--- src/rtl/keypad_pkg.sv ---
// Shared definitions for the matrix keypad peripheral: register map, bit
// positions, key FSM states and scanner frame results.
package keypad_pkg;

  localparam int unsigned ADDR_DATA   = 0;
  localparam int unsigned ADDR_STATUS = 1;
  localparam int unsigned ADDR_CTRL   = 2;
  localparam int unsigned ADDR_DEB    = 3;

  localparam int unsigned CTRL_ENABLE = 0;
  localparam int unsigned CTRL_CLEAR  = 1;
  localparam int unsigned CTRL_IRQEN  = 2;

  localparam int unsigned STAT_EMPTY  = 0;
  localparam int unsigned STAT_FULL   = 1;
  localparam int unsigned STAT_OVF    = 2;
  localparam int unsigned STAT_COUNT  = 8;

  localparam int unsigned DATA_VALID  = 15;

  typedef enum logic [1:0] {
    KEY_IDLE,
    KEY_DEB,
    KEY_HELD,
    KEY_REL
  } key_state_t;

  typedef enum logic [1:0] {
    FRAME_NONE,
    FRAME_ONE,
    FRAME_MULTI
  } frame_t;

  // A debounce setting of zero behaves like one frame.
  function automatic logic [7:0] deb_frames(input logic [7:0] v);
    return (v == 8'd0) ? 8'd1 : v;
  endfunction

endpackage

--- src/rtl/keypad_scan.sv ---
// Row sequencer for the keypad matrix: synchronises the column inputs, drives
// one row at a time and classifies each full frame as NONE, ONE(code) or MULTI.
module keypad_scan
  import keypad_pkg::*;
#(
  parameter int unsigned nRows   = 4,
  parameter int unsigned nCols   = 4,
  parameter int unsigned scanDiv = 1000
) (
  input  logic             clk,
  input  logic             rst_n,
  input  logic             enable,
  input  logic [nCols-1:0] cols,
  output logic [nRows-1:0] rows,
  output logic             frame_done,
  output frame_t           result,
  output logic [7:0]       code
);

  localparam int unsigned DW = (scanDiv > 1) ? $clog2(scanDiv) : 1;
  localparam int unsigned RW = $clog2(nRows);
  localparam int unsigned CW = $clog2(nCols);

  logic [nCols-1:0] cols_m, cols_s;
  logic [DW-1:0]    div;
  logic [RW-1:0]    row;
  logic [1:0]       acc_hits, row_hits, tot_hits;
  logic [7:0]       acc_code, row_code, tot_code;
  logic [CW-1:0]    row_col;
  logic             last_cycle, last_row;

  assign last_cycle = (div == DW'(scanDiv - 1));
  assign last_row   = (row == RW'(nRows - 1));
  assign rows       = enable ? (nRows'(1) << row) : '0;

  // Hit count saturates at 2: only "none / one / several" matters.
  always_comb begin
    row_hits = 2'd0;
    row_col  = '0;
    for (int unsigned c = 0; c < nCols; c++) begin
      if (cols_s[c]) begin
        if (row_hits == 2'd0) begin
          row_hits = 2'd1;
          row_col  = CW'(c);
        end else begin
          row_hits = 2'd2;
        end
      end
    end
    row_code = 8'(row) * 8'(nCols) + 8'(row_col);
  end

  always_comb begin
    tot_hits = 2'd2;
    tot_code = acc_code;
    if (acc_hits == 2'd0) begin
      tot_hits = row_hits;
      tot_code = row_code;
    end else if (row_hits == 2'd0) begin
      tot_hits = acc_hits;
    end
  end

  always_ff @(posedge clk or negedge rst_n) begin
    if (!rst_n) begin
      cols_m <= '0;
      cols_s <= '0;
    end else begin
      cols_m <= cols;
      cols_s <= cols_m;
    end
  end

  always_ff @(posedge clk or negedge rst_n) begin
    if (!rst_n) begin
      div        <= '0;
      row        <= '0;
      acc_hits   <= 2'd0;
      acc_code   <= '0;
      frame_done <= 1'b0;
      result     <= FRAME_NONE;
      code       <= '0;
    end else begin
      frame_done <= 1'b0;
      if (!enable) begin
        div      <= '0;
        row      <= '0;
        acc_hits <= 2'd0;
        acc_code <= '0;
      end else if (last_cycle) begin
        div <= '0;
        if (last_row) begin
          row        <= '0;
          acc_hits   <= 2'd0;
          acc_code   <= '0;
          frame_done <= 1'b1;
          code       <= tot_code;
          result     <= (tot_hits == 2'd0) ? FRAME_NONE :
                        (tot_hits == 2'd1) ? FRAME_ONE  : FRAME_MULTI;
        end else begin
          row      <= row + 1'b1;
          acc_hits <= tot_hits;
          acc_code <= tot_code;
        end
      end else begin
        div <= div + 1'b1;
      end
    end
  end

endmodule

--- src/rtl/peripheral_keypad.sv ---
// Memory-mapped matrix keypad controller: key FSM, code FIFO and register file.
// Define KEYPAD_IRQ_EN to add the registered irq output and CTRL irq_en bit.
module peripheral_keypad
  import keypad_pkg::*;
#(
  parameter int unsigned tamPro  = 16,
  parameter int unsigned tamAddr = 4,
  parameter int unsigned nRows   = 4,
  parameter int unsigned nCols   = 4,
  parameter int unsigned depth   = 8,
  parameter int unsigned scanDiv = 1000
) (
  input  logic               clk,
  input  logic               rst_n,
  input  logic               cs,
  input  logic               rd,
  input  logic               wr,
  input  logic [tamAddr-1:0] addr,
  input  logic [tamPro-1:0]  din,
  output logic [tamPro-1:0]  dout,
  input  logic [nCols-1:0]   cols,
  output logic [nRows-1:0]   rows
`ifdef KEYPAD_IRQ_EN
  ,
  output logic               irq
`endif
);

  localparam int unsigned AW = $clog2(depth);

  logic             enable;
  logic [7:0]       deb;
  logic             frame_done;
  frame_t           result;
  logic [7:0]       fcode;
  key_state_t       state;
  logic [7:0]       cand, cnt;
  logic [8:0]       cnt_next;
  logic             reach;
  logic             push;
  logic [7:0]       push_code;
  logic [7:0]       mem [depth];
  logic [AW:0]      wr_ptr, rd_ptr, count;
  logic             empty, full, ovf;
  logic             rd_cyc, wr_cyc, do_pop, clear, wr_en;
  logic [tamPro-1:0] rdata;
  logic             unused_din;

  keypad_scan #(
    .nRows  (nRows),
    .nCols  (nCols),
    .scanDiv(scanDiv)
  ) u_scan (
    .clk       (clk),
    .rst_n     (rst_n),
    .enable    (enable),
    .cols      (cols),
    .rows      (rows),
    .frame_done(frame_done),
    .result    (result),
    .code      (fcode)
  );

  assign count  = wr_ptr - rd_ptr;
  assign empty  = (count == '0);
  assign full   = count[AW];
  assign rd_cyc = cs && rd;
  assign wr_cyc = cs && wr;
  assign do_pop = rd_cyc && (addr == tamAddr'(ADDR_DATA)) && !empty;
  assign clear  = wr_cyc && (addr == tamAddr'(ADDR_CTRL)) && din[CTRL_CLEAR];
  assign wr_en  = push && !clear && (!full || do_pop);

  assign cnt_next = {1'b0, cnt} + 9'd1;
  assign reach    = (cnt_next >= {1'b0, deb_frames(deb)});

`ifdef KEYPAD_IRQ_EN
  logic irq_en;
  assign unused_din = ^din[tamPro-1:8];

  always_ff @(posedge clk or negedge rst_n) begin
    if (!rst_n) begin
      irq_en <= 1'b0;
      irq    <= 1'b0;
    end else begin
      if (wr_cyc && addr == tamAddr'(ADDR_CTRL)) irq_en <= din[CTRL_IRQEN];
      irq <= irq_en && !empty;
    end
  end
`else
  assign unused_din = ^{din[tamPro-1:8], din[CTRL_IRQEN]};
`endif

  always_ff @(posedge clk or negedge rst_n) begin
    if (!rst_n) begin
      enable <= 1'b0;
      deb    <= 8'd3;
    end else if (wr_cyc) begin
      if (addr == tamAddr'(ADDR_CTRL)) enable <= din[CTRL_ENABLE];
      if (addr == tamAddr'(ADDR_DEB))  deb    <= din[7:0];
    end
  end

  // Accepted codes leave the FSM as a registered one-cycle push pulse.
  always_ff @(posedge clk or negedge rst_n) begin
    if (!rst_n) begin
      state     <= KEY_IDLE;
      cand      <= '0;
      cnt       <= '0;
      push      <= 1'b0;
      push_code <= '0;
    end else begin
      push <= 1'b0;
      if (!enable) begin
        state <= KEY_IDLE;
        cnt   <= '0;
      end else if (frame_done) begin
        case (state)
          KEY_IDLE: if (result == FRAME_ONE) begin
            state <= KEY_DEB;
            cand  <= fcode;
            cnt   <= 8'd1;
          end
          KEY_DEB: if (result == FRAME_ONE && fcode == cand) begin
            if (reach) begin
              push      <= 1'b1;
              push_code <= cand;
              state     <= KEY_HELD;
            end else begin
              cnt <= cnt_next[7:0];
            end
          end else begin
            state <= KEY_IDLE;
          end
          KEY_HELD: if (result == FRAME_NONE) begin
            state <= KEY_REL;
            cnt   <= 8'd1;
          end
          KEY_REL: if (result == FRAME_NONE) begin
            if (reach) state <= KEY_IDLE;
            else       cnt   <= cnt_next[7:0];
          end else begin
            state <= KEY_HELD;
            cnt   <= '0;
          end
          default: state <= KEY_IDLE;
        endcase
      end
    end
  end

  always_ff @(posedge clk) begin
    if (wr_en) mem[wr_ptr[AW-1:0]] <= push_code;
  end

  always_ff @(posedge clk or negedge rst_n) begin
    if (!rst_n) begin
      wr_ptr <= '0;
      rd_ptr <= '0;
      ovf    <= 1'b0;
    end else if (clear) begin
      wr_ptr <= '0;
      rd_ptr <= '0;
      ovf    <= 1'b0;
    end else begin
      if (do_pop) rd_ptr <= rd_ptr + 1'b1;
      if (wr_en)  wr_ptr <= wr_ptr + 1'b1;
      if (push && full && !do_pop) ovf <= 1'b1;
    end
  end

  always_comb begin
    rdata = '0;
    case (addr)
      tamAddr'(ADDR_DATA): if (!empty) begin
        rdata[DATA_VALID] = 1'b1;
        rdata[7:0]        = mem[rd_ptr[AW-1:0]];
      end
      tamAddr'(ADDR_STATUS): begin
        rdata[STAT_EMPTY]                 = empty;
        rdata[STAT_FULL]                  = full;
        rdata[STAT_OVF]                   = ovf;
        rdata[STAT_COUNT+4:STAT_COUNT]    = 5'(count);
      end
      tamAddr'(ADDR_CTRL): begin
        rdata[CTRL_ENABLE] = enable;
`ifdef KEYPAD_IRQ_EN
        rdata[CTRL_IRQEN]  = irq_en;
`endif
      end
      tamAddr'(ADDR_DEB): rdata[7:0] = deb;
      default: rdata = '0;
    endcase
  end

  always_ff @(posedge clk or negedge rst_n) begin
    if (!rst_n) dout <= '0;
    else        dout <= rd_cyc ? rdata : '0;
  end

endmodule

--- config.mk ---
export PLATFORM = sky130hd
export DESIGN_NAME = peripheral_keypad
export DESIGN_NICKNAME = d
export VERILOG_FILES = /design/src/rtl/keypad_pkg.sv /design/src/rtl/keypad_scan.sv /design/src/rtl/peripheral_keypad.sv
export SDC_FILE = /design/constraint.sdc
export NUM_CORES = 1
export LEC_CHECK = 0
export ABC_AREA = 0
export BUFFER_PORTS_ARGS = -buffer_cell sky130_fd_sc_hd__buf_2
export CAP_MARGIN = 25
export CORE_MARGIN = 8
export CORE_UTILIZATION = 40
export DETAILED_ROUTE_END_ITERATION = 8
export HOLD_SLACK_MARGIN = 0.06
export SYNTH_ARGS = -nofsm -noshare
export SYNTH_HDL_FRONTEND = slang
export SYNTH_HIERARCHICAL = 1
export SYNTH_SLANG_ARGS = --single-unit
--- constraint.sdc ---
create_clock -name clk -period 4.7 [get_ports clk]
set_clock_uncertainty 0.2 [all_clocks]
set_input_delay 0 -clock clk [delete_from_list [all_inputs] [get_ports clk]]
set_output_delay 0 -clock clk [all_outputs]
set_load 0.03 [all_outputs]
======== Yosys cells after proc, flatten, opt, wreduce, memory -nomap -nowiden ========
Memory sizes are Yosys's and may differ from the RTL's.
Cells that the tools add are included.
Widths: inputs -> output; s select.
storage, ports and cells
  register bits ........................... 102
  bits in writable memories ............... 64
  input bits .............................. 29
  output and inout bits ................... 20
  logic and storage cells ................. 157
  memories kept ........................... 1
operators by class
  add/sub/neg operators ................... 7
  magnitude comparators ................... 1
  eq/ne operators ......................... 18
  shift-type cells ........................ 1
  multiplexer cells ....................... 72
  reduce and logical (&&, ||, !) cells .... 37
memory list
  memory  words  bits a word  read ports  clocked after memory_dff  wr ports  RTL line                 RTL
  mem     8      8            1           0                         1         peripheral_keypad.sv:42  logic [7:0] mem [depth];
operators by type and width
  kind                   number
  $mux 8                 13
  $mux 2                 29
  $pmux 8 s4             1
  $mux 4                 6
  $mux 10                2
  $logic_not 2->1        8
  $mux 1                 16
  $mux 16                1
  $logic_and 1x1->1      11
  $add 10x1->10 const B  1
  $eq 10x10->1 const B   1
  $pmux 5 s2             1
  $reduce_and 5->1       2
  $add 8x1->9 const B    1
  $ge 9x8->1             1
  $ne 3x3->1 const B     3
  $add 4x1->4 const B    2
  $eq 4x2->1 const B     2
  $eq 8x8->1             1
  $logic_not 4->1        2
  $logic_not 8->1        1
  $ne 4x4->1 const B     2
  $pmux 2 s4             1
  $reduce_and 4->1       2
  other kinds (15)       26

======== Logic depth before layout (Yosys ltp) ========
Gate-level depths: netlist of run 1.
  depth after elaboration ................. 16
  depth in mapped cells ................... 12
  gate-level depth less buffers ........... 11

======== Cells and area by module ========
Netlist of run 1, hierarchy kept.
by module, submodules not included
  module             instances  cells an instance  area each (sq um)
  peripheral_keypad  1          439                5,690.5
  keypad_scan        1          177                1,861.8

======== Worst setup path before layout of run 1 ========
OpenSTA, ideal clock, no wires.
  path kind ............................... register to register
  start point ............................. reg rd_ptr[1]
  end point ............................... mem mem[2][0], enable pin
  setup time .............................. 0.383 ns
  arrival ................................. 3.207 ns
  required time ........................... 4.117 ns
  setup slack ............................. 0.910 ns
  cell stages (with the launch flop) ...... 12
  buffers on the path ..................... 3
  cells stage by stage .................... dfrtp_1 clkbuf_1 clkbuf_1 inv_1 ha_1 nor2b_1 o21a_1 or3_1 clkbuf_1 a31oi_2 nand3_1 nor3_1
between the ends
  longest elaborated chain between the ends .. 8
  elaborated cells on any way between the ends .. 9
  classes of those cells .................. add/sub: 1; mux: 2; reduce/logical: 6
ends and longest elaborated chain
  what                            RTL line                  RTL
  from (decl)                     peripheral_keypad.sv:43   logic [AW:0] wr_ptr, rd_ptr, count;
  from (signal assigned)          peripheral_keypad.sv:165  if (do_pop) rd_ptr <= rd_ptr + 1'b1;
  $sub 4x4->4 *                   peripheral_keypad.sv:64   assign count = wr_ptr - rd_ptr;
  $logic_not 4->1                 peripheral_keypad.sv:65   assign empty = (count == '0);
  $logic_not 1->1                 -
  $logic_and 1x1->1               peripheral_keypad.sv:69   assign do_pop = rd_cyc && (addr == tamAddr'(ADDR_DATA)) && !empty;
  $logic_or 1x1->1 *              peripheral_keypad.sv:71   assign wr_en = push && !clear && (!full || do_pop);
  $logic_and 1x1->1 *             peripheral_keypad.sv:71
  $mux 1 *                        peripheral_keypad.sv:152  if (wr_en) mem[wr_ptr[AW-1:0]] <= push_code;
  $mux 1 (not written as such) *  peripheral_keypad.sv:152
  to (decl)                       peripheral_keypad.sv:42
Every way passes the cells marked *; elsewhere a longest branch is shown, timed or not.

======== Worst setup path in the final report of run 1 ========
  start point ............................. reg rd_ptr[2]
  end point ............................... reg dout[1]
between the ends
  longest elaborated chain between the ends .. 5
  elaborated cells on any way between the ends .. 6
  classes of those cells .................. add/sub: 1; mux: 3; reduce/logical: 1; memory: 1
ends and longest elaborated chain
  what                  RTL line                  RTL
  $sub 4x4->4           peripheral_keypad.sv:64
  $logic_not 4->1       peripheral_keypad.sv:65
  $mux 8                peripheral_keypad.sv:174  tamAddr'(ADDR_DATA): if (!empty) begin
  $pmux 2 s3 *          peripheral_keypad.sv:173  case (addr)
  $mux 16 *             peripheral_keypad.sv:197  else dout <= rd_cyc ? rdata : '0;
  to (signal assigned)  peripheral_keypad.sv:197
  to (decl)             peripheral_keypad.sv:20   output logic [tamPro-1:0] dout,
Marks and branches as above.
A chain may end at the register's enable or synchronous reset.

==> metrics.md, run 1 <==
| Metric | Value |
|---|---|
| Initial antenna violation count | `0` |
| Core box area | `18600 um^2` |
| Gate power share | `13.2%` |
| Fin crit share | `81.9%` |
| Synth Area in Adders | `3.91%` |
| Worst path bufs/invs | `2` |
| Slew @ Worst Pin | `0.815 ns` |
| Die ar. | `23500 um^2` |
| P_leak | `4.03 nW` |
| Final setup viols | `0` |
| Synth Area per Inst | `12.3 um^2` |
| Largest net degree at the start of global routing | `52` |
| Height of the chip | `153 um` |
| Req. time, crit path | `4.87 ns` |
| Clock transition at the registers of the reported paths | `0.07 ns` |
| Part of the power in registers | `48.0%` |
| Hold Path Origin | `u_scan/cols_m[1]$_DFF_PN0_` |
| Gp weighted congestion | `0.872` |
| Drt via density | `5.21` |
| RSZ-0062 raised after global routing | `false` |
| Post-synth EDFFs | `64` |
| Post-synthesis simple-gate area fraction | `15.0%` |
| Switching pwr | `0.865 mW` |
| Largest family of logic cells by synthesized area | `simple AND/OR/NAND/NOR gates` |
| CTS resizes | `0` |
| Post-synthesis sequential area ratio | `58.3%` |
| CP max stage delay | `0.61 ns` |
| Critical path endpoint category | `flip-flop` |
| Dpl hpwl | `10200 um` |
| Post-DP Area | `7980 um^2` |
| DRT antenna net count | `0` |
| Overflow after GRT | `0` |
| Min Tclk post-route | `3.85 ns` |
| Initial Utilization | `40.5%` |
| Ys async rst share | `60.7%` |
| Site Rows | `50` |
| DR WL/cell | `16.3 um` |
| WS Path Type | `reg -> reg` |
| Critical path's top delay family | `compound AO/OA/AOI/OAI gates` |
| Final Hold Fails | `0` |
| CP startpoint kind | `flip-flop` |
| CTS max path bufs | `2` |
| Number of fill cells | `1635` |
| Clk Latency, worst-skew pair | `0.43 ns` |
| Slew Limit Fails | `0` |
| Ys Warns | `6` |
| Vias in the first global route | `5104` |
| Total wire length | `15500 um` |
| Post-synth top flop | `dfrtp_1` |
| Crit-path cells | `clkinv_1, ha_1, o21a_1, o21ai_0, a21o_1, nand2_1, o32ai_1, dlygate4sd3_1` |
| Status | `finished, final reports clean` |
| Nets@finish | `756` |
| CTS tree | `built` |
| Reg2reg start | `rd_ptr[2]$_DFFE_PN0P_` |
| Area delta synth->final | `19.2%` |
| Power Total | `3.24 mW` |
| Max frequency | `0.260 GHz` |
| Multi-input logic area | `2930 um^2` |
| PwrDens | `360 nW/um^2` |
| WP data arrival | `4.02 ns` |
| Netlist cell types | `68` |
| Sw Share | `26.7%` |
| CP startpoint | `rd_ptr[2]$_DFFE_PN0P_` |
| Setup TNS | `0 ns` |
| Max Cap Viol | `0` |
| Vias | `4951` |
| IO Port Bufs | `37` |
| Register bit total from synthesis | `163` |
| TritonRoute pass-1 iters | `4` |
| Antenna diode count | `0` |
| Post-synthesis mux area share | `9.51%` |
| Fin area | `9000 um^2` |
| Hold Path Class | `reg -> reg` |
| Root Buffer | `clkbuf_16` |
| Critical path's slowest cell | `dlygate4sd3_1` |
| H-tree levels | `4` |
| Die X | `153 um` |
| Worst hold slack | `0.150 ns` |
| Clock sinks | `163` |
| Crit-path max FO | `11` |
| Gate count of the mapped netlist | `616` |
| Power share of the clock group | `38.8%` |
| Synth Area in XOR/XNOR | `3.48%` |
| Post-Synthesis Cell Area | `7550 um^2` |
| Final core occ | `48.3%` |
| Compound-Gate Fraction of Synth Area | `6.81%` |
| Global-route wire length before repair | `26000 um` |
| Slew HR | `45.2%` |
| Worst vdd ir | `269 uV` |
| Share of cells above drive strength 1 | `18.1%` |
| Gr usage total | `13.7%` |
| Io pins | `49` |
| CTS buffer count | `17` |
| Internal power | `2.38 mW` |
| # DRC | `0` |
| FF+latch area | `4400 um^2` |
| Initial DRC Count | `273` |
-- worst paths after layout --
check                                        endpoint  slack, ns  cells past startpoint
max in group asynchronous         cand[5]$_DFFE_PN0P_       3.16                      4
min in group asynchronous          deb[1]$_DFFE_PN1P_       0.48                      3
hold reg to reg            u_scan/cols_s[1]$_DFF_PN0_       0.15                      0
setup reg to reg                    dout[1]$_DFF_PN0_       0.85                      8
hold / removal             u_scan/cols_s[1]$_DFF_PN0_       0.15                      0
setup / recovery                    dout[1]$_DFF_PN0_       0.85                      8
-- through the flow --
step                      std cells  setup slack, ns
final                           951            0.852
after global routing            951            0.580
after CTS                       951            0.924
after detailed placement        872            0.961
after global placement          872            0.973
after floorplan                 618            0.910
-- state kept, by name, indices dropped and copies added, names as in the netlist --
register / cells
u_scan/frame_done: 1
push_code: 8
u_scan/cols_m: 4
ovf: 1
dout: 13
u_scan/acc_hits: 2
u_scan/div: 10
wr_ptr: 4
state: 2
cand: 8
u_scan/row: 2
u_scan/cols_s: 4
push: 1
rd_ptr: 4
mem: 64
u_scan/acc_code: 8
enable: 1
cnt: 8
u_scan/result: 2
deb: 8
u_scan/code: 8
-- timing repair --
action                     4_1_cts  5_1_grt
setup endpoints to repair        0        0
buffers inserted                 0        0
hold buffers                    47        0
hold endpoints to repair        83        0
-- placed cells by master (no fill, tap or decap), types with 11 or more instances in the layout --
master,instances
dfrtp_1,97
nand2_1,82
edfxtp_1,64
dlygate4sd3_1,46
buf_2,36
nor2_1,35
nand3_1,27
inv_1,23
ha_1,22
o21ai_0,20
xnor2_1,17
clkbuf_16,17
mux4_2,16
a21oi_1,16
mux2_2,14
xor2_1,13
or3_1,11
buf_4,11
-- layer usage --
| layer | global-route usage [%] | up-vias | share of wire [%] |
|---|---|---|---|
| li1 | - | 2385 | - |
| met1 | 17.2 | 2457 | 45 |
| met2 | 22.6 | 84 | 49 |
| met3 | 3.47 | 25 | 3.6 |
| met4 | 4.95 | 0 | 2.0 |
| met5 | 0 | - | 0 |
-- power by group through the flow --
stage	registers, mW	clock network, mW	logic, mW
floorplan	1.57	0	0.293
global placement	1.58	0	0.372
detailed placement	1.58	0	0.382
CTS	1.55	1.29	0.429
global route	1.56	1.35	0.483
finish	1.56	1.26	0.429
-- area by class of cell --
type	instances	share of cell area [%]
multi-input combinational	404	32.6
inverter	24	1.00
tap	234	3.25
timing repair buffer	94	8.34
clock buffer	17	4.73
clock inverter	15	1.20
sequential	163	48.9
-- synthesized netlist by cell type (all sizes together) (2+ instances only) --
master | n | share of area (%)
nor4 | 5 | 0.50
or3 | 11 | 0.91
a211oi | 4 | 0.56
a32o | 2 | 0.27
nor3 | 8 | 0.60
dfrtp | 97 | 32
nand4 | 6 | 0.50
o21ai | 21 | 1.4
ha | 22 | 3.6
xor2 | 13 | 1.5
a21oi | 16 | 1.1
buf | 11 | 0.98
mux2i | 8 | 1.1
nor3b | 2 | 0.20
a21boi | 7 | 0.70
nor2b | 6 | 0.50
nor4b | 2 | 0.31
or2 | 3 | 0.25
and2 | 10 | 0.83
nand2 | 82 | 4.1
nand3 | 30 | 2.2
clkbuf | 16 | 0.80
nand2b | 6 | 0.50
mux2 | 22 | 3.7
a31oi | 5 | 0.50
dfstp | 2 | 0.70
or4 | 5 | 0.50
and3 | 10 | 0.83
edfxtp | 64 | 25
xnor2 | 17 | 2.0
o21a | 2 | 0.20
mux4 | 16 | 4.8
inv | 23 | 1.1
a21o | 6 | 0.60
nor2 | 35 | 1.7
-- logic make-up after synthesis --
group	Yosys count
buf+inv	51
other cells	1
fa+ha+maj	23
simple gates	226
flops	163
xor+xnor	30
mux	46
compound gates	76
Note: power is estimated with default switching activity, not from simulation.
==> inputs of run 2 (changes only) <==
==> constraint.sdc (replaced) <==
create_clock -name clk -period 4 [get_ports clk]
set_clock_uncertainty 0.2 [all_clocks]
set_input_delay 0 -clock clk [delete_from_list [all_inputs] [get_ports clk]]
set_output_delay 0 -clock clk [all_outputs]
set_load 0.03 [all_outputs]
==> metrics.md, run 2 (same netlist as run 1, synthesis figures left out) <==
| Metric | Value |
|---|---|
| Status | `finished, violations left` |
| Failing checks | `hold timing` |
| Clock transition at the registers of the reported paths | `0.07 ns` |
| Share of cells above drive strength 1 | `18.7%` |
| Min Tclk post-route | `3.57 ns` |
| TritonRoute pass-1 iters | `6` |
| Hold Path Class | `in -> async` |
| Crit-path max FO | `9` |
| Initial antenna violation count | `0` |
| Post-CTS Setup Bufs | `0` |
| Site Rows | `50` |
| Req. time, crit path | `4.12 ns` |
| Area delta synth->final | `20.2%` |
| Clock sinks | `163` |
| CTS tree | `built` |
| Slew Limit Fails | `0` |
| Post-DP Area | `8020 um^2` |
| Critical path endpoint category | `flip-flop` |
| Drt via density | `5.28` |
| Fin crit share | `89.2%` |
| Gr usage total | `14.2%` |
| Die X | `153 um` |
| Nets@finish | `760` |
| Commonest cells after routing, fill and taps aside | `dfrtp_1, nand2_1, edfxtp_1` |
| IO Port Bufs | `37` |
| Vias | `5046` |
| Worst vdd ir | `320 uV` |
| Number of fill cells | `1630` |
| DRT antenna net count | `0` |
| Most common cell after layout, fill and taps aside | `dfrtp_1` |
| H-tree levels | `4` |
| Final core occ | `48.7%` |
| Core box area | `18600 um^2` |
| Dpl hpwl | `10500 um` |
| CTS max path bufs | `2` |
| Vias in the first global route | `5151` |
| WS Path Type | `reg -> reg` |
| Global-route wire length before repair | `26700 um` |
| Final Hold Fails | `4` |
| Gp weighted congestion | `0.907` |
| Setup TNS | `0 ns` |
| FF+latch area | `4400 um^2` |
| Height of the chip | `153 um` |
| Antenna diode count | `0` |
| Fin area | `9080 um^2` |
| Max FFs per register | `64` |
| Overflow after GRT | `0` |
| P_leak | `4.08 nW` |
| Clk Latency, worst-skew pair | `0.44 ns` |
| Largest net degree at the start of global routing | `67` |
| WP data arrival | `3.69 ns` |
| PwrDens | `439 nW/um^2` |
| Slew HR | `42.1%` |
| CP startpoint kind | `flip-flop` |
| Total wire length | `15900 um` |
| CTS buffer count | `17` |
| Multi-input logic area | `2930 um^2` |
| Die ar. | `23500 um^2` |
| Worst hold slack | `-0.0223 ns` |
| Max Cap Viol | `0` |
| Initial DRC Count | `307` |
| RSZ-0062 raised after global routing | `false` |
| # DRC | `0` |
| Final setup viols | `0` |
| Initial Utilization | `40.5%` |
| DR WL/cell | `16.7 um` |
| Slew @ Worst Pin | `0.869 ns` |
| Io pins | `49` |
| Max frequency | `0.280 GHz` |
| Root Buffer | `clkbuf_16` |
==> run 2: final timing paths <==
check	slack, ns	from	depth (start not counted)	endpoint
max	0.43	cnt[0]$_DFFE_PN0P_	10	push_code[4]$_DFFE_PN0P_
max reg2reg	0.43	cnt[0]$_DFFE_PN0P_	10	push_code[4]$_DFFE_PN0P_
min in group clk	0.10	cs	6	rd_ptr[3]$_DFFE_PN0P_
min	-0.02	rst_n	2	rd_ptr[2]$_DFFE_PN0P_
max in group asynchronous	2.60	rst_n	3	u_scan/acc_hits[1]$_DFFE_PN0P_
min reg2reg	0.15	u_scan/cols_m[0]$_DFF_PN0_	0	u_scan/cols_s[0]$_DFF_PN0_
==> run 2: report_power, final <==
part / switching (mW) / leakage, nW / internal [mW] / total (mW)
registers: 0.0486 / 2.07 / 1.78 / 1.83
logic: 0.294 / 1.72 / 0.215 / 0.509
clock network: 0.695 / 0.285 / 0.951 / 1.65
==> run 2: metal layers <==
layer	vias up	share of wire [%]	global-route usage, %
li1	2389	-	-
met1	2507	45	17.4
met2	115	49	23.6
met3	35	3.5	2.79
met4	0	2.9	6.95
met5	-	0	0
==> run 2: critical path, cell delays in order, from the launching register on <==
cell      delay (ns)
dfrtp_1         0.42
ha_1            0.25
nand3_2         0.15
or2_2           0.35
xnor2_1         0.14
ha_1            0.30
and3_1          0.17
and3_1          0.22
a211oi_4        0.08
or4_1           0.78
mux2_4          0.38
==> run 2: repair_timing <==
action,CTS,global route
gates resized for setup,0,0
hold endpoints to repair,100,0
hold buffers,46,0
==> run 2: cell type report <==
class                   instances  share of cell area [%]
multi-input cells             404                    32.3
clock buffers                  20                    4.92
well taps                     234                    3.23
repair buffers                 98                    8.38
inverters                      24                   0.993
clock inverters                12                    1.65
flip-flops and latches        163                    48.5
==> run 2: stage by stage <==
stage / instances / power [mW] / setup WS [ns] / hold WS, ns
floorplan: 618 / 2.19 / 0.210 / -0.496
global placement: 877 / 2.30 / 0.503 / -0.0898
detailed placement: 877 / 2.32 / 0.434 / -0.0903
CTS: 955 / 4.02 / 0.389 / 0.0616
global route: 955 / 4.15 / 0.215 / 0.104
finish: 955 / 3.99 / 0.431 / -0.0223
